$ cat src/rtl/cmos_frame_packer.sv
// OV5640 capture stage: byte pairs -> RGB565 pixels, 16 pixels per 256-bit DDR write word.
// Tracks per-line/per-frame geometry and reports frame boundaries and sticky errors.
`timescale 1ns/1ps
module cmos_frame_packer #(
   parameter int unsigned H_ACTIVE = 1024,
   parameter int unsigned V_ACTIVE = 768,
   parameter logic        VS_POL   = 1'b1
) (
   input  logic         clk,
   input  logic         nrst,
   input  logic         init_done,
   input  logic         cam_vsync,
   input  logic         cam_href,
   input  logic [7:0]   cam_data,
   output logic         ddr_wren,
   output logic [255:0] ddr_data,
   output logic         frame_start,
   output logic         frame_done,
   output logic         line_err,
   output logic         frame_err,
   output logic [15:0]  frame_cnt
);

   localparam int unsigned PIX_W    = 16;
   localparam int unsigned BYTE_W   = 8;
   localparam int unsigned IDX_W    = 4;
   localparam int unsigned LINE_W   = 12;
   localparam int unsigned X_W      = 16;
   localparam int unsigned FCNT_W   = 16;

   localparam logic [1:0] S_IDLE = 2'd0;
   localparam logic [1:0] S_SYNC = 2'd1;
   localparam logic [1:0] S_CAPT = 2'd2;

   logic [1:0]              state;
   logic [1:0]              state_nxt;

   logic                    vs_d;
   logic                    vs_d2;
   logic                    href_d;
   logic                    href_d2;
   logic [BYTE_W-1:0]       data_d;

   logic                    vs_act;
   logic                    href_rise;
   logic                    href_fall;
   logic                    capt;
   logic                    frame_end;
   logic                    line_end;
   logic                    byte_en;
   logic                    cur_phase;
   logic                    pix_done;
   logic                    word_done;
   logic                    frame_start_c;
   logic                    frame_done_c;
   logic [PIX_W-1:0]        pix;

   logic                    phase;
   logic [BYTE_W-1:0]       hi;
   logic [IDX_W-1:0]        pix_idx;
   logic [X_W-1:0]          x_cnt;
   logic [LINE_W-1:0]       line_cnt;
   // Slots 15..1 hold pixels 0..14; pixel 15 goes straight into the committed word.
   logic [15:1][PIX_W-1:0]  acc;

   // Input register stage plus one extra tap for edge detection
   always_ff @(posedge clk) begin
      if (!nrst) begin
         vs_d    <= VS_POL;
         vs_d2   <= VS_POL;
         href_d  <= 1'b0;
         href_d2 <= 1'b0;
         data_d  <= '0;
      end else begin
         vs_d    <= cam_vsync;
         vs_d2   <= vs_d;
         href_d  <= cam_href;
         href_d2 <= href_d;
         data_d  <= cam_data;
      end
   end

   always_comb begin
      vs_act    = (vs_d == VS_POL) && (vs_d2 != VS_POL);
      href_rise = href_d && !href_d2;
      href_fall = !href_d && href_d2;
      capt      = (state == S_CAPT) && init_done;
      frame_end = capt && vs_act;
      // vsync wins over any coincident line activity
      line_end  = capt && href_fall && !vs_act;
      byte_en   = capt && href_d && !vs_act;
      cur_phase = href_rise ? 1'b0 : phase;
      pix_done  = byte_en && cur_phase;
      word_done = pix_done && (pix_idx == IDX_W'(15));
      pix       = {hi, data_d};
   end

   // FSM state register
   always_ff @(posedge clk) begin
      if (!nrst) begin
         state <= S_IDLE;
      end else begin
         state <= state_nxt;
      end
   end

   // FSM next state and frame boundary pulses
   always_comb begin
      state_nxt     = state;
      frame_start_c = 1'b0;
      frame_done_c  = 1'b0;
      if (!init_done) begin
         state_nxt = S_IDLE;
      end else begin
         case (state)
            S_IDLE: state_nxt = S_SYNC;
            S_SYNC: begin
               if (vs_act) begin
                  state_nxt     = S_CAPT;
                  frame_start_c = 1'b1;
               end
            end
            S_CAPT: begin
               state_nxt = S_CAPT;
               if (vs_act) begin
                  frame_start_c = 1'b1;
                  frame_done_c  = 1'b1;
               end
            end
            default: state_nxt = S_IDLE;
         endcase
      end
   end

   // Byte pairing, pixel packing and line geometry
   always_ff @(posedge clk) begin
      if (!nrst) begin
         phase    <= 1'b0;
         hi       <= '0;
         pix_idx  <= '0;
         x_cnt    <= '0;
         line_cnt <= '0;
         acc      <= '0;
         ddr_wren <= 1'b0;
         ddr_data <= '0;
      end else begin
         ddr_wren <= 1'b0;
         if (!capt || frame_end) begin
            phase    <= 1'b0;
            pix_idx  <= '0;
            x_cnt    <= '0;
            line_cnt <= '0;
         end else if (line_end) begin
            phase   <= 1'b0;
            pix_idx <= '0;
            x_cnt   <= '0;
            if (line_cnt != '1) begin
               line_cnt <= line_cnt + LINE_W'(1);
            end
         end else if (byte_en) begin
            if (!cur_phase) begin
               hi    <= data_d;
               phase <= 1'b1;
            end else begin
               phase   <= 1'b0;
               pix_idx <= pix_idx + IDX_W'(1);
               if (x_cnt != '1) begin
                  x_cnt <= x_cnt + X_W'(1);
               end
               for (int i = 1; i < 16; i++) begin
                  if (pix_idx == IDX_W'(15 - i)) begin
                     acc[i] <= pix;
                  end
               end
               if (word_done) begin
                  ddr_wren <= 1'b1;
                  ddr_data <= {acc, pix};
               end
            end
         end
      end
   end

   // Frame status: pulses, counter and sticky error flags
   always_ff @(posedge clk) begin
      if (!nrst) begin
         frame_start <= 1'b0;
         frame_done  <= 1'b0;
         line_err    <= 1'b0;
         frame_err   <= 1'b0;
         frame_cnt   <= '0;
      end else begin
         frame_start <= frame_start_c;
         frame_done  <= frame_done_c;
         if (frame_end) begin
            frame_cnt <= frame_cnt + FCNT_W'(1);
            if (line_cnt != LINE_W'(V_ACTIVE)) begin
               frame_err <= 1'b1;
            end
         end
         if (line_end && (phase || (pix_idx != '0) || (x_cnt != X_W'(H_ACTIVE)))) begin
            line_err <= 1'b1;
         end
      end
   end

   // Unused pixel-done alias kept readable for the packing condition above
   logic unused_ok;
   assign unused_ok = pix_done;

endmodule

$ cat config.mk
export PLATFORM = sky130hd
export DESIGN_NAME = cmos_frame_packer
export DESIGN_NICKNAME = d
export VERILOG_FILES = /design/src/rtl/cmos_frame_packer.sv
export SDC_FILE = /design/constraint.sdc
export NUM_CORES = 1
export LEC_CHECK = 0
export BUFFER_PORTS_ARGS = -buffer_cell sky130_fd_sc_hd__buf_4
export CAP_MARGIN = 20
export CORE_AREA = 8 8 237 239
export CTS_CLUSTER_SIZE = 16
export DETAILED_ROUTE_END_ITERATION = 7
export DIE_AREA = 0 0 245 247
export PLACE_DENSITY_LB_ADDON = 0.08
export SYNTH_ARGS = -nofsm -noshare
export SYNTH_HDL_FRONTEND = slang
export SYNTH_SLANG_ARGS = --single-unit
$ cat constraint.sdc
create_clock -name clk -period 3.06 [get_ports clk]
set_input_delay 0.765 -clock clk [delete_from_list [all_inputs] [get_ports clk]]
set_output_delay 0.765 -clock clk [all_outputs]
set_load 0.1 [all_outputs]
# Yosys cells after proc, flatten, opt, wreduce, memory -nomap -nowiden
# Cells that the tools add are included.
[classes]
bitwise = 6
addsub = 4
reduce_logical = 50
eq_ne = 22
mux = 6
[ops]
columns = ["operator", "count"]
rows = [
  ["$reduce_and 5->1", 16],
  ["$add 16x1->16 const B", 2],
  ["$eq 4x4->1 const B", 8],
  ["$eq 4x3->1 const B", 4],
  ["$ne 16x11->1 const B", 1],
  ["$ne 16x16->1 const B", 1],
  ["$add 12x1->12 const B", 1],
  ["$logic_and 1x1->1", 12],
  ["$ne 12x10->1 const B", 1],
  ["$ne 12x12->1 const B", 1],
  ["$reduce_and 3->1", 3],
  ["$eq 4x2->1 const B", 2],
  ["$reduce_and 2->1", 4],
  ["$not 1->1", 6],
  ["$pmux 2 s3", 1],
  ["$reduce_or 5->1", 1],
  ["$add 4x1->4 const B", 1],
  ["$eq 4x1->1 const B", 1],
  ["$logic_not 1->1", 4],
  ["$logic_not 4->1", 1],
  ["$mux 1", 4],
  ["$reduce_and 4->1", 1],
  ["$reduce_bool 4->1", 1],
  ["$reduce_or 2->1", 2],
  ["7 further kinds", 9],
]
[totals]
reg_bits = 572
inputBits = 13

# Longest topological paths before layout
# Gate-level depths: netlist of run 1.
[depth]
ltp_word = 7
depth_mapped = 11
ltp_nobuf = 6

# Least setup slack after synthesis of run 1
# OpenSTA, ideal clock, no wires.
[synth_path]
path_kind = "register to register"
from = "register frame_cnt[2]"
to = "register frame_cnt[11]"
path_buffers = 1
synth_period_minus_slack_ns = 2.337
path_slack_ns = 0.723
arrival_time_ns = 2.267
stages_incl_launch_ff = 6
t_required_ns = 2.990
setup_ns = 0.070
cell_sequence = "dfxtp_1 -> inv_1 -> or3_1 -> clkbuf_1 -> or4_1 -> a21oi_1"
[synth_via]
elab_chain_len = 1
[synth_rtl]
columns = ["item", "line", "text"]
rows = [
  ["start, declared", "21", "output logic [15:0] frame_cnt"],
  ["start signal, assigned", "196", "frame_cnt <= frame_cnt + FCNT_W'(1);"],
  ["$add 16x1->16", "196", ""],
]
# No other way between the ends.
# A chain may end at the register's enable or synchronous reset.

# Worst setup path after layout of run 1
[layout_path]
from = "register state[0]"
to = "register pix_idx[3]"
[layout_via]
elab_chain_len = 5
word_cells_on_any_way = 11
classes_between = "eq/ne: 1; reduce/logical: 10"
[layout_rtl]
columns = ["item", "line", "text"]
rows = [
  ["start, declared", "35", "logic [1:0] state;"],
  ["start signal, assigned", "103", "state <= state_nxt;"],
  ["$eq 2x2->1 *", "87", "capt = (state == S_CAPT) && init_done;"],
  ["$logic_and 1x1->1 *", "87", ""],
  ["$logic_and 1x1->1 (tied with other cells) (2 in a row)", "90", "line_end = capt && href_fall && !vs_act;"],
  ["$reduce_or 3->1 (no source line) / $reduce_and 2->1 (equally long branches)", "-", ""],
  ["end signal, assigned", "166", "pix_idx <= pix_idx + IDX_W'(1);"],
  ["end, declared", "60", "logic [IDX_W-1:0] pix_idx;"],
]
# Mark *: on every way between the ends. The rest lies on a longest branch, timed or not.

==> out/qor.csv, run 1 <==
stage;metric;value;unit
finish;nets;2842;
critical_path;crit_fanout;24;
global_route;grt_start_max_net_pins;110;
yosys;ys_ff_latch;572;
detailed_routing;vias_per_cell;5.88;
yosys;synth.top_cell.area_share;0.515;
global_route;grt_pass1_vias;19503;
yosys;syn_area;0.0223;sq mm
critical_path;r2r_setup_slack;620;ps
yosys;syn_nets;2728;
critical_path;max_stage_delay;470;ps
clock_network;cts_tree;built;
clock_network;cts_root_buf;clkbuf_16;
yosys;ys.flop_type;dfxtp_1;
clock_network;ctsResizeCount;0;
worst_hold_path;min_from;cam_vsync;
clock_network;cts.sink_count;572;
worst_hold_path;min_path_cells;2;
global_route;grt_pass1_wl;116;mm
worst_hold_path;hp-class;in2reg;
clock_network;cts_setup_buffers;0;
yosys;post_synth_num_cell_types;46;
run;cap_violations;0;
yosys;synth_edf_count;0;
critical_path;crit_path_end_kind;flip-flop;
yosys;synth.avg_cell_area;8.23;sq um
clock_network;cts_buffers;61;
power_and_ir_drop;cellPowerDensity;564;mW/mm^2
sta;drv_slew;0;
critical_path;critPathLaunchType;flip-flop;
detailed_routing;dr.pass1.iters;6;
global_route;antenna_found_initial;0;
power_and_ir_drop;p_total;15.3;mW
yosys;async_flop_share;0;
critical_path;regToRegStartpoint;state[0];
critical_path;worstPathRequired;3600;ps
yosys;ys_warn_count;0;
critical_path;path_buf_inv;2;
clock_network;clk_latency;620;ps
yosys;ys_seq_area_frac;0.515;
yosys;yosysTopAreaCell;dfxtp_1;
critical_path;critPathSlowestCell;nand3_2;
detailed_routing;routed_wl;75.2;mm
critical_path;crit_type;reg2reg;
placed_design;port_buffers;289;
detailed_routing;wl_per_cell;21.1;microns
floorplan;die-area;0.0605;sq mm
critical_path;worstPathCellList;inv_1 -> ha_1 -> and2_1 -> nand3_2 -> buf_4 -> or3_1 -> a21oi_1;
clock_network;htree_num_levels;2;
finish;syn2layout_area_growth;21.7;%
clock_network;clockBufferDepth;3;
placed_design;gp_congestion;0.800;
clock_network;hold_buffers;0;
yosys;netlist_top_cells_area;dfxtp_1 (51%), a21oi_1 (12%), nand3_1 (12%), o21ai_0 (10%), clkbuf_1 (4.1%);
placed_design;dp.final_hpwl;45.2;mm
floorplan;die_h;247;microns
critical_path;setup.worst_path.start;state[0];
floorplan;ioPinCount;290;
sta;finalCritPeriodShare;0.798;
sta;skew;16.2;ps
sta;rsz0062_at_grt;false;
floorplan;row_count;84;
critical_path;crit_family;simple AND/OR/NAND/NOR gates;
sta;relSlewSlack;0.347;
finish;final_cell_mix;dfxtp_1 (572), a21oi_1 (529), nand3_1 (518);
sta;finalCriticalPeriod;2440;ps
sta;hold_viol;0;
power_and_ir_drop;leakagePower;9.19;nW
detailed_routing;ant_nets;0;
finish;final_common_cell;dfxtp_1;
clock_network;cts.clk_slew.worst_paths;60;ps
worst_hold_path;whs_endpoint;vs_d;
finish;diodes;0;
detailed_routing;drt-initial-drc-count;2091;
critical_path;critical_path_arrival;2980;ps
sta;fmax;409;MHz
finish;drive_gt1_frac;0.173;
floorplan;core;0.0522;sq mm
critical_path;r2r-end;pix_idx[3];
global_route;grt.total_usage;0.237;
sta;setup_viol;0;
outcome;status;completed;
detailed_routing;vias;20917;
detailed_routing;drcViolationCount;0;
floorplan;fp.dieW;245;microns
power_and_ir_drop;vdd_ir_drop_max;0.000420;V
sta;fin_setup_tns;0;ps
finish;nFillCells;4963;
sta;worst_slew_pin_slew;977;ps
global_route;overflow;0;
floorplan;initial_utilization;0.426;
yosys;synthCells;2703;
critical_path;reg2regPathDepth;7;
area by class of cell:
type                    instances  area (sq um)  share of cell area
flip-flops and latches        572         11500               0.423
inverters                      15          63.8             0.00236
clock buffers                  93          1850              0.0683
well taps                     688           861              0.0318
clock inverters                21           213             0.00786
repair buffers                373          3170               0.117
multi-input cells            1794          9470               0.350
worst max-delay path by stage:
stage	to	slack (ps)	cells past startpoint
2_1_floorplan	frame_cnt[11]	720	5
3_3_place_gp	acc[60]	500	7
3_5_place_dp	pix_idx[3]	440	6
4_1_cts	pix_idx[3]	640	7
5_1_grt	ddr_data[122]	400	8
6_report	pix_idx[3]	620	7
cell families after synthesis:
family / share of synthesized area
AO/OA/AOI/OAI: 0.243
XOR/XNOR: 0.00354
adder cells (fa/ha/maj): 0.00675
buffers and inverters: 0.0617
flip-flops: 0.515
multiplexers: 0.00720
AND/OR/NAND/NOR: 0.163
cell usage after synthesis (2+ instances only):
library cell    n
o21ai_1        42
nor4_1         12
clkbuf_1      243
a21oi_1       529
or4_1          18
inv_1          14
and3_1          7
nand2_1        34
o21a_1          2
xor2_1          3
dfxtp_1       572
buf_1          13
nor2_1         24
mux2i_1        16
a31oi_1         3
and4_1          9
nand4_1        17
xnor2_1         6
buf_2          57
and2_1         14
buf_4           8
nor2b_1         3
o21ai_0       464
nand2b_1       12
or2_2           2
nor3_1          5
or3_1          10
nand3_1       518
ha_1           12
o31ai_1        18
per-layer routing:
layer,track usage,part of all wire
met1,0.312,0.42
met2,0.392,0.48
met3,0.0419,0.065
met4,0.0755,0.029
met5,0,0
power by group:
part | leakage (nW) | total [mW] | switching, mW | internal [mW]
Clock | 1.03 | 7.53 | 3.05 | 4.48
Sequential | 4.61 | 7.47 | 0.0179 | 7.46
Combinational | 3.55 | 0.256 | 0.202 | 0.0544
Total | 9.19 | 15.3 | 3.27 | 12.0
registers in the layout, indices dropped and copies added, names as in the netlist, 2 cells and up:
register   count
pix_idx        4
ddr_data     256
state          2
x_cnt         16
hi             8
frame_cnt     16
acc          240
line_cnt      12
data_d         8
stage by stage:
stage / cells / hold WS (ps) / cell area [sq um] / setup slack [ps] / util
floorplan: 2703 / 440 / 22300 / 723 / -
global placement: 3440 / 443 / 25000 / 500 / 0.478
detailed placement: 3442 / 451 / 25000 / 441 / 0.479
CTS: 3556 / 295 / 27100 / 642 / 0.518
global route: 3556 / 304 / 27100 / 399 / 0.518
finish: 3556 / 331 / 27100 / 617 / 0.518
Note: power is estimated with default switching activity, not from simulation.
==> run 2: changes to the inputs <==
==> constraint.sdc (replaced) <==
create_clock -name clk -period 2.56 [get_ports clk]
set_input_delay 0.64 -clock clk [delete_from_list [all_inputs] [get_ports clk]]
set_output_delay 0.64 -clock clk [all_outputs]
set_load 0.1 [all_outputs]
==> run 2 against run 1 <==
Compared with the run above: non-clock buffer count is 17 higher; clock power is 14% higher; final area increased by 0.43%; worst hold slack worse by 120 ps; clock-buffer cell count is 5 higher; die area unchanged; clock skew increased by 6.6 ps; total power rose by 17%; via count up 0.17%; maximum frequency is 4.9% higher; routed wire length about the same; largest cell class unchanged; largest power group is now sequential cells.
==> out/qor.csv, run 2 (synthesis results as in run 1) <==
stage;metric;value;unit;change
floorplan;die-area;0.0605;sq mm;unchanged
critical_path;path_buf_inv;2;;unchanged
run;cap_violations;0;;unchanged
finish;regArea;0.0115;sq mm;unchanged
clock_network;clk_latency;630;ps;was 620 ps
worst_hold_path;hp-class;in2reg;;unchanged
floorplan;fp.dieW;245;microns;unchanged
detailed_routing;vias;20952;;was 20917
sta;drv_slew;0;;unchanged
finish;largest_register_ffs;256;;unchanged
finish;diodes;0;;unchanged
detailed_routing;vias_per_cell;5.87;;was 5.88
global_route;grt_pass1_wl;116;mm;unchanged
critical_path;worstPathRequired;3100;ps;was 3600 ps
finish;final_common_cell;dfxtp_1;;unchanged
finish;nFillCells;4828;;was 4963
placed_design;dp.final_hpwl;45.5;mm;was 45.2 mm
sta;worst_slew_pin_slew;1030;ps;was 977 ps
clock_network;cts_root_buf;clkbuf_16;;unchanged
clock_network;cts.sink_count;572;;unchanged
sta;setup_viol;0;;unchanged
critical_path;crit_path_end_kind;flip-flop;;unchanged
critical_path;critical_path_arrival;2870;ps;was 2980 ps
placed_design;port_buffers;289;;unchanged
sta;fmax;429;MHz;was 409 MHz
critical_path;worstPathCellList;inv_1 -> ha_1 -> and2_1 -> buf_4 -> nand3_1 -> or4_1 -> a21oi_1;;was inv_1 -> ha_1 -> and2_1 -> nand3_2 -> buf_4 -> or3_1 -> a21oi_1
finish;multi_input_area;0.00947;sq mm;unchanged
critical_path;crit_family;simple AND/OR/NAND/NOR gates;;unchanged
sta;skew;22.9;ps;was 16.2 ps
global_route;antenna_found_initial;0;;unchanged
floorplan;die_h;247;microns;unchanged
finish;syn2layout_area_growth;22.2;%;was 21.7%
floorplan;initial_utilization;0.426;;unchanged
detailed_routing;wl_per_cell;21.1;microns;about the same
detailed_routing;dr.pass1.iters;5;;was 6
global_route;grt_start_max_net_pins;107;;was 110
critical_path;crit_type;reg2reg;;unchanged
clock_network;cts_setup_buffers;0;;unchanged
finish;nets;2858;;was 2842
floorplan;core;0.0522;sq mm;unchanged
clock_network;cts_tree;built;;unchanged
critical_path;max_stage_delay;610;ps;was 470 ps
floorplan;row_count;84;;unchanged
detailed_routing;routed_wl;75.1;mm;was 75.2 mm
floorplan;ioPinCount;290;;unchanged
finish;drive_gt1_frac;0.175;;was 0.173
power_and_ir_drop;leakagePower;9.24;nW;was 9.19 nW
outcome;status;completed;;unchanged
critical_path;critPathLaunchType;flip-flop;;unchanged
power_and_ir_drop;vdd_ir_drop_max;0.000519;V;was 0.000420 V
critical_path;crit_fanout;11;;was 24
global_route;grt_pass1_vias;19724;;was 19503
sta;fin_setup_tns;0;ps;unchanged
clock_network;cts_buffers;60;;was 61
sta;finalCritPeriodShare;0.909;;was 0.798
sta;relSlewSlack;0.314;;was 0.347
sta;whs;214;ps;was 331 ps
clock_network;cts.clk_slew.worst_paths;60;ps;about the same
sta;hold_viol;0;;unchanged
power_and_ir_drop;cellPowerDensity;656;mW/mm^2;was 564 mW/mm^2
finish;largest-register;ddr_data;;unchanged
finish;final_cell_mix;dfxtp_1 (572), a21oi_1 (529), nand3_1 (518);;unchanged
sta;finalCriticalPeriod;2330;ps;was 2440 ps
placed_design;gp_congestion;0.794;;was 0.800
clock_network;clockBufferDepth;3;;unchanged
detailed_routing;ant_nets;0;;unchanged
clock_network;ctsResizeCount;0;;unchanged
sta;rsz0062_at_grt;false;;unchanged
detailed_routing;drt-initial-drc-count;1926;;was 2091
global_route;overflow;0;;unchanged
clock_network;htree_num_levels;2;;unchanged
finish;largestRegisters;ddr_data: 256 flops, acc: 240 flops;;unchanged
critical_path;critPathSlowestCell;or4_1;;was nand3_2
global_route;grt.total_usage;0.236;;was 0.237
detailed_routing;drcViolationCount;0;;unchanged
clock_network;hold_buffers;0;;unchanged
run 2: cell types whose count changed in the layout (fill, tap and decap cells not counted):
cell / delta
buf_4: +8
clkinv_2: -8
clkbuf_8: +6
buf_16: -1
clkbuf_16: -2
inv_6: +1
buf_12: +10
bufinv_16: -4
clkbuf_1: +1
run 2: worst paths after layout:
path | startpoint | to | slack (ps) | cells after the start
max reg2reg | state[0] | line_cnt[3] | 230 | 7
min | cam_vsync | vs_d | 210 | 2
min reg2reg | acc[222] | ddr_data[238] | 450 | 2
max | state[0] | line_cnt[3] | 230 | 7
run 2: stage by stage:
stage                     std cells  power, mW   util  worst slack (ps)  area, sq um
final                          3567       17.8  0.521               232        27200
after detailed placement       3459       9.46  0.483               153        25200
after global placement         3458       9.46  0.483               231        25200
after floorplan                2703       9.29      -               223        22300
after global routing           3567       18.4  0.521              83.1        27200
after CTS                      3567       18.0  0.521               265        27200
run 2: final cells by class:
class | instances | area share
inverters | 15 | 0.00235
flip-flops and latches | 572 | 0.421
multi-input cells | 1794 | 0.348
clock inverters | 10 | 0.00225
clock buffers | 98 | 0.0693
well taps | 688 | 0.0317
repair buffers | 390 | 0.125
run 2: power by group:
part | switching (mW) | total [mW] | leakage [nW] | internal [mW]
Combinational | 0.243 | 0.332 | 3.66 | 0.0889
Sequential | 0.0257 | 8.94 | 4.61 | 8.91
Clock | 3.57 | 8.56 | 0.969 | 4.99
run 2: layer usage:
layer | vias up | wire length (microns) | global-route usage
met5 | - | 0 | 0
met4 | 0 | 2480 | 0.0899
met2 | 679 | 36200 | 0.389
met3 | 145 | 4260 | 0.0336
li1 | 9941 | - | -
met1 | 10187 | 32200 | 0.313
